`config.mk`:
```
export PLATFORM = sky130hd
export DESIGN_NAME = multicycle_ctrl
export DESIGN_NICKNAME = d
export VERILOG_FILES = /design/src/rtl/mips_ctrl_pkg.sv /design/src/rtl/ctrl_mem_timer.sv /design/src/rtl/multicycle_ctrl.sv
export SDC_FILE = /design/constraint.sdc
export NUM_CORES = 1
export LEC_CHECK = 0
export CAP_MARGIN = 20
export CORE_ASPECT_RATIO = 0.9
export CORE_MARGIN = 2
export CORE_UTILIZATION = 47
export DETAILED_ROUTE_END_ITERATION = 8
export MAX_ROUTING_LAYER = met4
export PLACE_DENSITY_LB_ADDON = 0.2
export SYNTH_ARGS = -nofsm -noshare
export SYNTH_HDL_FRONTEND = slang
export SYNTH_SLANG_ARGS = --single-unit
```
`constraint.sdc`:
```
create_clock -name clk -period 2.41 [get_ports clk]
set_input_delay 0.482 -clock clk [delete_from_list [all_inputs] [get_ports clk]]
set_output_delay 0.482 -clock clk [all_outputs]
set_load 0.005 [all_outputs]
```
`src/rtl/mips_ctrl_pkg.sv`:
```
// rtl/mips_ctrl_pkg.sv - shared encodings for the multicycle MIPS control path
// Holds state codes, opcode values and the alu_op / pc_src / alu_src_b
// encodings used by the control FSM, datapath and ALU control.
package mips_ctrl_pkg;

  localparam logic [2:0] ST_FETCH  = 3'd0;
  localparam logic [2:0] ST_DECODE = 3'd1;
  localparam logic [2:0] ST_EXEC   = 3'd2;
  localparam logic [2:0] ST_MEM    = 3'd3;
  localparam logic [2:0] ST_WB     = 3'd4;

  localparam logic [5:0] OP_RTYPE = 6'b000000;
  localparam logic [5:0] OP_LW    = 6'b100011;
  localparam logic [5:0] OP_SW    = 6'b101011;
  localparam logic [5:0] OP_ADDI  = 6'b001000;
  localparam logic [5:0] OP_BEQ   = 6'b000100;
  localparam logic [5:0] OP_J     = 6'b000010;

  localparam logic [1:0] ALU_ADD  = 2'd0;
  localparam logic [1:0] ALU_SUB  = 2'd1;
  localparam logic [1:0] ALU_FUNC = 2'd2;

  localparam logic [1:0] PC_SEQ    = 2'd0;
  localparam logic [1:0] PC_BRANCH = 2'd1;
  localparam logic [1:0] PC_JUMP   = 2'd2;

  localparam logic [1:0] SRCB_RT     = 2'd0;
  localparam logic [1:0] SRCB_FOUR   = 2'd1;
  localparam logic [1:0] SRCB_IMM    = 2'd2;
  localparam logic [1:0] SRCB_IMM_SH = 2'd3;

  function automatic logic op_supported(input logic [5:0] op);
    return (op == OP_RTYPE) || (op == OP_LW) || (op == OP_SW) ||
           (op == OP_ADDI) || (op == OP_BEQ) || (op == OP_J);
  endfunction

endpackage

```
`src/rtl/ctrl_mem_timer.sv`:
```
// rtl/ctrl_mem_timer.sv - memory handshake wait counter with timeout pulse
// Ports: clk, reset (sync, active-high); req/ready = memory handshake;
//   timeout = last permitted wait cycle expired this cycle (combinational);
//   err = registered timeout, high for the one cycle after expiry;
//   idle = counter at zero (no cycles waited yet).
module ctrl_mem_timer #(
  parameter int TIMEOUT = 16
) (
  input  logic clk,
  input  logic reset,
  input  logic req,
  input  logic ready,
  output logic timeout,
  output logic err,
  output logic idle
);

  localparam int CW = (TIMEOUT > 2) ? $clog2(TIMEOUT) : 1;
  localparam logic [CW-1:0] LAST = CW'(TIMEOUT - 1);

  logic [CW-1:0] cnt;

  // ready on the final wait cycle wins: timeout needs !ready
  assign timeout = req && !ready && (cnt == LAST);
  assign idle    = (cnt == '0);

  // Counter only runs while a request is outstanding; any completion,
  // expiry or idle cycle clears it, so each FETCH/MEM visit starts at 0.
  always_ff @(posedge clk) begin
    if (reset) begin
      cnt <= '0;
      err <= 1'b0;
    end else begin
      err <= timeout;
      if (req && !ready && !timeout) cnt <= cnt + 1'b1;
      else                           cnt <= '0;
    end
  end

endmodule

```
`src/rtl/multicycle_ctrl.sv`:
```
// rtl/multicycle_ctrl.sv - main control FSM for the multicycle MIPS datapath
// Optional feature macro: CTRL_PERF_EN (adds cyc_cnt / ins_cnt counters).
// Ports: clk, reset (sync, active-high); op/func from decoder; zero from ALU;
//   mem_ready/mem_req/mem_we/iord = memory handshake and address select;
//   ir_write/pc_write/pc_src/reg_write/reg_dst/mem_to_reg/alu_src_a/
//   alu_src_b/alu_op = datapath controls; illegal_op, mem_err = 1-cycle
//   pulses; busy = low only at the FETCH idle point.
module multicycle_ctrl
  import mips_ctrl_pkg::*;
#(
  parameter int TIMEOUT = 16,
  parameter int CNT_W   = 32
) (
  input  logic             clk,
  input  logic             reset,
  input  logic [5:0]       op,
  input  logic [5:0]       func,
  input  logic             zero,
  input  logic             mem_ready,
  output logic             mem_req,
  output logic             mem_we,
  output logic             iord,
  output logic             ir_write,
  output logic             pc_write,
  output logic [1:0]       pc_src,
  output logic             reg_write,
  output logic             reg_dst,
  output logic             mem_to_reg,
  output logic             alu_src_a,
  output logic [1:0]       alu_src_b,
  output logic [1:0]       alu_op,
  output logic             illegal_op,
  output logic             mem_err,
  output logic             busy
`ifdef CTRL_PERF_EN
  ,
  output logic [CNT_W-1:0] cyc_cnt,
  output logic [CNT_W-1:0] ins_cnt
`endif
);

  logic [2:0] state, state_nxt;
  logic [5:0] op_q;
  logic       req_int, done;
  logic       wait_timeout, wait_err, wait_idle;

  // func selects the ALU function inside ALU control, not here
  logic unused_func;
  assign unused_func = ^func;

  // Request is suppressed for the single cycle carrying the mem_err pulse.
  assign req_int = ((state == ST_FETCH) || (state == ST_MEM)) && !wait_err;
  assign done    = req_int && mem_ready;

  ctrl_mem_timer #(.TIMEOUT(TIMEOUT)) u_timer (
    .clk     (clk),
    .reset   (reset),
    .req     (req_int),
    .ready   (mem_ready),
    .timeout (wait_timeout),
    .err     (wait_err),
    .idle    (wait_idle)
  );

  always_comb begin
    state_nxt = state;
    case (state)
      ST_FETCH:  if (wait_timeout) state_nxt = ST_FETCH;
                 else if (done)    state_nxt = ST_DECODE;
      ST_DECODE: state_nxt = op_supported(op) ? ST_EXEC : ST_FETCH;
      ST_EXEC: begin
        case (op_q)
          OP_RTYPE, OP_ADDI: state_nxt = ST_WB;
          OP_LW, OP_SW:      state_nxt = ST_MEM;
          default:           state_nxt = ST_FETCH;
        endcase
      end
      ST_MEM:    if (wait_timeout) state_nxt = ST_FETCH;
                 else if (done)    state_nxt = (op_q == OP_LW) ? ST_WB : ST_FETCH;
      ST_WB:     state_nxt = ST_FETCH;
      default:   state_nxt = ST_FETCH;
    endcase
  end

  // op_q holds the opcode seen in DECODE; the IR may be reloaded later.
  always_ff @(posedge clk) begin
    if (reset) begin
      state <= ST_FETCH;
      op_q  <= '0;
    end else begin
      state <= state_nxt;
      if (state == ST_DECODE) op_q <= op;
    end
  end

  always_comb begin
    mem_req    = 1'b0;
    mem_we     = 1'b0;
    iord       = 1'b0;
    ir_write   = 1'b0;
    pc_write   = 1'b0;
    pc_src     = PC_SEQ;
    reg_write  = 1'b0;
    reg_dst    = 1'b0;
    mem_to_reg = 1'b0;
    alu_src_a  = 1'b0;
    alu_src_b  = SRCB_RT;
    alu_op     = ALU_ADD;
    illegal_op = 1'b0;
    mem_err    = 1'b0;
    busy       = 1'b0;
    if (!reset) begin
      mem_err = wait_err;
      // idle point: FETCH with no wait cycles accumulated yet
      busy    = !((state == ST_FETCH) && wait_idle);
      case (state)
        ST_FETCH: begin
          mem_req   = req_int;
          alu_src_b = SRCB_FOUR;
          ir_write  = done;
          pc_write  = done;
        end
        ST_DECODE: begin
          alu_src_b  = SRCB_IMM_SH;
          illegal_op = !op_supported(op);
        end
        ST_EXEC: begin
          case (op_q)
            OP_RTYPE: begin
              alu_src_a = 1'b1;
              alu_op    = ALU_FUNC;
            end
            OP_LW, OP_SW, OP_ADDI: begin
              alu_src_a = 1'b1;
              alu_src_b = SRCB_IMM;
            end
            OP_BEQ: begin
              alu_src_a = 1'b1;
              alu_op    = ALU_SUB;
              pc_src    = PC_BRANCH;
              pc_write  = zero;
            end
            OP_J: begin
              pc_src   = PC_JUMP;
              pc_write = 1'b1;
            end
            default: ;
          endcase
        end
        ST_MEM: begin
          mem_req = req_int;
          iord    = 1'b1;
          mem_we  = req_int && (op_q == OP_SW);
        end
        ST_WB: begin
          reg_write  = 1'b1;
          reg_dst    = (op_q == OP_RTYPE);
          mem_to_reg = (op_q == OP_LW);
        end
        default: ;
      endcase
    end
  end

`ifdef CTRL_PERF_EN
  logic retire;
  // completed instructions only; illegal ops and timeouts are not counted
  assign retire = (state == ST_WB) ||
                  ((state == ST_EXEC) && ((op_q == OP_BEQ) || (op_q == OP_J))) ||
                  ((state == ST_MEM) && done && (op_q == OP_SW));

  always_ff @(posedge clk) begin
    if (reset) begin
      cyc_cnt <= '0;
      ins_cnt <= '0;
    end else begin
      cyc_cnt <= cyc_cnt + 1'b1;
      if (retire) ins_cnt <= ins_cnt + 1'b1;
    end
  end
`else
  localparam int unused_cnt_w = CNT_W;
`endif

endmodule

```
# Yosys cells after proc, flatten, opt, wreduce, memory -nomap -nowiden
# Index checks and enable logic that the tools add are counted.
[word_totals]
regBits = 14
inputBits = 16
output_inout_bits = 18
word_cells = 93
[op_classes]
n_addsub = 1
eq_ne = 17
muxes = 41
n_bitwise = 1
reduce_logical = 29
[op_table]
columns = ["operator", "n"]
rows = [
  ["6-bit == test, second input constant", 4],
  ["1-bit 2-to-1 mux", 22],
  ["3-bit 2-to-1 mux", 5],
  ["2-bit 2-to-1 mux", 7],
  ["6-bit by 2-bit == test with 1-bit output, second input constant", 2],
  ["6-bit by 3-bit == test with 1-bit output, second input constant", 2],
  ["6-bit by 4-bit == test with 1-bit output, second input constant", 2],
  ["6-bit logical NOT", 2],
  ["3-bit case mux with 4 select lines", 1],
  ["2-bit case mux with 2 select lines", 2],
  ["2-bit OR reduction", 4],
  ["1-bit logical AND", 7],
  ["3-bit by 2-bit == test with 1-bit output, second input constant", 2],
  ["1-bit logical OR", 6],
  ["3-bit by 2-bit inequality test with 1-bit output, second input constant", 2],
  ["2-bit case mux with 3 select lines", 1],
  ["3-bit case mux with 2 select lines", 1],
  ["1-bit logical NOT", 5],
  ["5-bit OR reduction", 1],
  ["4-bit by 1-bit adder with 4-bit output, second input constant", 1],
  ["4-bit == test, second input constant", 1],
  ["4-bit logical NOT", 1],
  ["1-bit case mux with 2 select lines", 2],
  ["3-bit by 1-bit == test with 1-bit output, second input constant", 1],
  ["5 further kinds", 5],
]

# Logic depth before layout (Yosys ltp)
[logic_depth]
word_depth = 9
ltp_mapped = 5
ltp_nobuf = 5

# Modules after synthesis
# Synthesis repeated with hierarchy kept, for this count alone.
[hier_totals]
cells_unflattened = 123
hier_area_um2 = 895.9
[by_module_without_submodules]
columns = ["module", "n_inst", "cells_per_inst", "area_each_um2"]
rows = [
  ["multicycle_ctrl", 1, 101, 673.1],
  ["ctrl_mem_timer", 1, 22, 222.7],
]

# Worst setup path before layout
# Ideal clock, no wire load.
[synth_timing]
kind = "input to output"
from = "input reset"
to = "output alu_src_a"
arrival_ns = 1.426
required_ns = 1.928
slack_ns = 0.502
stages = 5
n_path_buf = 1
cell_sequence = "clkbuf_8 nor3_1 nand4b_1 nor3b_1 o21bai_1"
[synth_between]
elab_chain_cells = 1
[synth_lines]
columns = ["item", "line", "text"]
rows = [
  ["start, declared", "multicycle_ctrl.sv:15", "input logic reset,"],
  ["1-bit 2-to-1 mux", "multicycle_ctrl.sv:112", "if (!reset) begin"],
  ["end, declared", "multicycle_ctrl.sv:29", "output logic alu_src_a,"],
]
# No other way between the ends.

# Final worst setup path
[layout_timing]
from = "register op_q[5]"
to = "output alu_op[1]"
[layout_between]
elab_chain_cells = 4
[layout_lines]
columns = ["item", "line", "text"]
rows = [
  ["start, declared", "multicycle_ctrl.sv:43", "logic [5:0] op_q;"],
  ["start signal, assigned", "multicycle_ctrl.sv:92", "if (state == ST_DECODE) op_q <= op;"],
  ["6-bit by 3-bit == test with 1-bit output / 6-bit logical NOT (equally long branches)", "multicycle_ctrl.sv:128", "case (op_q)"],
  ["2-bit case mux with 2 select lines *", "multicycle_ctrl.sv:128", ""],
  ["2-bit 2-to-1 mux *", "multicycle_ctrl.sv:116", "case (state)"],
  ["2-bit 2-to-1 mux *", "multicycle_ctrl.sv:112", ""],
  ["end, declared", "multicycle_ctrl.sv:31", "output logic [1:0] alu_op,"],
]
# Mark *: on every way between the ends. The rest lies on a longest branch, timed or not.

==> impl_metrics.yaml <==
logic_synthesis:
  async_flop_share_pct: 0
  muxShareOfSynthArea_pct: 7.44
  synthCells: 111
  synth_top_family_by_area: "simple AND/OR/NAND/NOR gates"
  ys_seq_area_share_pct: 29.7
  synth_edf_count: 0
  synth-xor-area-share_pct: 2.79
  ys_warn_count: 0
  netlist_area_um2: 942
  yosysUniqueCellTypes: 39
  synth_simple_gate_area_share_pct: 37.8
  ys_seq_elements: 14
  synth.net_count: 129
  synth_area_per_cell_um2: 8.49
  synth_ff_type: "dfxtp_1"
  synth-compound-area-share_pct: 10.2
  synthAdderAreaFrac_pct: 3.72
routing:
  via_per_inst: 5.61
  dr.pass1.iters: 4
  drc: 0
  first_iter_violations: 13
  antenna_left: 0
  wirelength_um: 2850
  vias: 1032
  wl_per_cell_um: 15.5
worst_hold_path:
  holdCritPathClass: "flip-flop to flip-flop"
global_route:
  met3_usage_pct: 3.90
  grt_pass1_vias: 928
  busiest_layer: "met2"
  grt_overflow: 0
  grt_util_all_layers_pct: 24.5
  grt_antenna_before_repair: 0
  use_met1_pct: 28.2
  grt_max_degree: 12
  grt_pass1_wl_um: 4140
  use_met2_pct: 42.3
run_status:
  violations: "negative setup slack"
  outcome: "complete, but fails checks"
placed_design:
  routabilityCongestion: 0.885
  placed_area_um2: 1320
  dp_hpwl_um: 1880
  io_buffers: 27
setup_path:
  worst-setup-path-type: "flip-flop to primary output"
  worstPathRequired_ns: 1.93
  crit_fanout: 4
  startpoint_type: "flip-flop"
  critPathCaptureType: "primary output"
  crit_arrival_ns: 1.94
final_layout:
  seq_area_um2: 288
  drive_gt1_share_pct: 29.6
  fillers: 130
  mostFrequentLayoutCell: "buf_4"
  post-route-cell-area_um2: 1480
  syn_to_final_growth_pct: 56.8
  antenna_cells: 0
  fin_util_pct: 78.0
  layout_common_cells: "buf_4, nor2_1, clkdlybuf4s50_1"
  nets: 178
  multi_input_area_um2: 659
sta:
  fmax_mhz: 413
  slew_viol_final: 0
  finalHoldViolations: 0
  layout_setup_ws_ns: -0.0127
  clock_skew_ns: 0.00941
  period_minus_slack_ns: 2.42
  setup-tns-final_ns: -0.0201
  tightest_slew_ns: 0.460
  relSlewSlack_pct: 69.2
  fin_crit_sh_pct: 101
  setup_violations: 2
die:
  fp.dieH_um: 46.5
  die_x_um: 51.2
  initial_core_util_pct: 49.7
  ioPinCount: 34
  core-area_um2: 1900
  rows: 15
  die_area_um2: 2380
clock_tree:
  cts_hold_buffers: 0
  cts_root_buf: "clkbuf_4"
  cts_tree: "done"
  cts_made_buffers: 3
  clkSlewWorstSetupHoldPaths_ns: 0.09
  htree_levels: 1
  worstSkewPairLatency_ns: 0.28
  cts_sinks: 14
  cts_buffer_depth: 2
power:
  p_per_area_nw_per_um2: 391
  p_total_mw: 0.578
  vdd_ir_drop_max_v: 0.000394
  p_leak_nw: 0.631
flow_run:
  maxCapViolCount: 0
-- what timing repair did --
item / CTS / global route
buffers inserted: 1 / 4
endpoints found under the setup margin: 15 / 4
gates resized for setup: 21 / 11
pin swaps: 5 / 5
-- synthesized netlist by cell type (3+ instances only) --
| library cell | n | share of area, % |
|---|---|---|
| o31ai_1 | 3 | 2.4 |
| a21oi_1 | 5 | 2.7 |
| a31oi_1 | 3 | 2.0 |
| clkbuf_8 | 3 | 4.4 |
| nor3b_1 | 3 | 2.4 |
| nand3_1 | 4 | 2.1 |
| nor2_1 | 20 | 8.0 |
| mux2i_1 | 7 | 7.4 |
| dfxtp_1 | 14 | 30 |
| nor3_1 | 6 | 3.2 |
| nand4b_1 | 3 | 2.8 |
| nand2_1 | 4 | 1.6 |
| inv_1 | 3 | 1.2 |
-- layout make-up --
cell class / count / area share, %
tap: 25 / 2.12
sequential: 14 / 19.5
multi-input combinational: 87 / 44.6
clock buffer: 4 / 2.46
timing repair buffer: 51 / 30.6
inverter: 3 / 0.762
-- routing by layer --
| layer | share of wire, % | routed length (um) |
|---|---|---|
| met1 | 43 | 1230 |
| met2 | 53 | 1520 |
| met3 | 3.1 | 88 |
| met4 | 0.49 | 14 |
| met5 | 0 | 0 |
-- flip-flops by register name (all words and copies together) (netlist names) --
register	cells
op_q	6
u_timer.err	1
state	3
u_timer.cnt	4
-- report_power, final --
part | total [mW] | internal (mW) | switching [mW]
combinational | 0.151 | 0.0859 | 0.0654
clock | 0.171 | 0.0920 | 0.0789
sequential | 0.256 | 0.240 | 0.0161
-- kinds of logic after synthesis --
family                     Yosys count
muxes                                7
and+or+nand+nor                     59
buffers and inverters               10
adders and majority gates            3
xor gates and xnor gates             3
DFF                                 14
AOI/OAI and AO/OA                   15
-- worst max-delay path, cell delays in order, from the launching register on --
cell,delay (ns)
dfxtp_1,0.35
nor3_2,0.29
nand4b_1,0.19
buf_4,0.18
nor3_1,0.12
clkdlybuf4s50_1,0.52
-- through the flow --
step | setup slack [ns] | cells | hold slack (ns)
2_1_floorplan | 0.502 | 111 | 0.430
3_3_place_gp | -0.319 | 175 | 0.449
3_5_place_dp | -0.311 | 175 | 0.495
4_1_cts | 0.000421 | 180 | 0.516
5_1_grt | -0.0819 | 184 | 0.528
6_report | -0.0127 | 184 | 0.507
-- final timing paths --
kind | depth (start not counted) | startpoint | to | slack [ns]
worst max-delay path | 5 | op_q[5] | alu_op[1] | -0.01
worst min-delay path | 1 | u_timer.cnt[0] | u_timer.cnt[0] | 0.51
worst max register to register | 5 | u_timer.cnt[0] | state[0] | 0.89
worst min register to register | 1 | u_timer.cnt[0] | u_timer.cnt[0] | 0.51
Note: power is estimated with default switching activity, not from simulation.
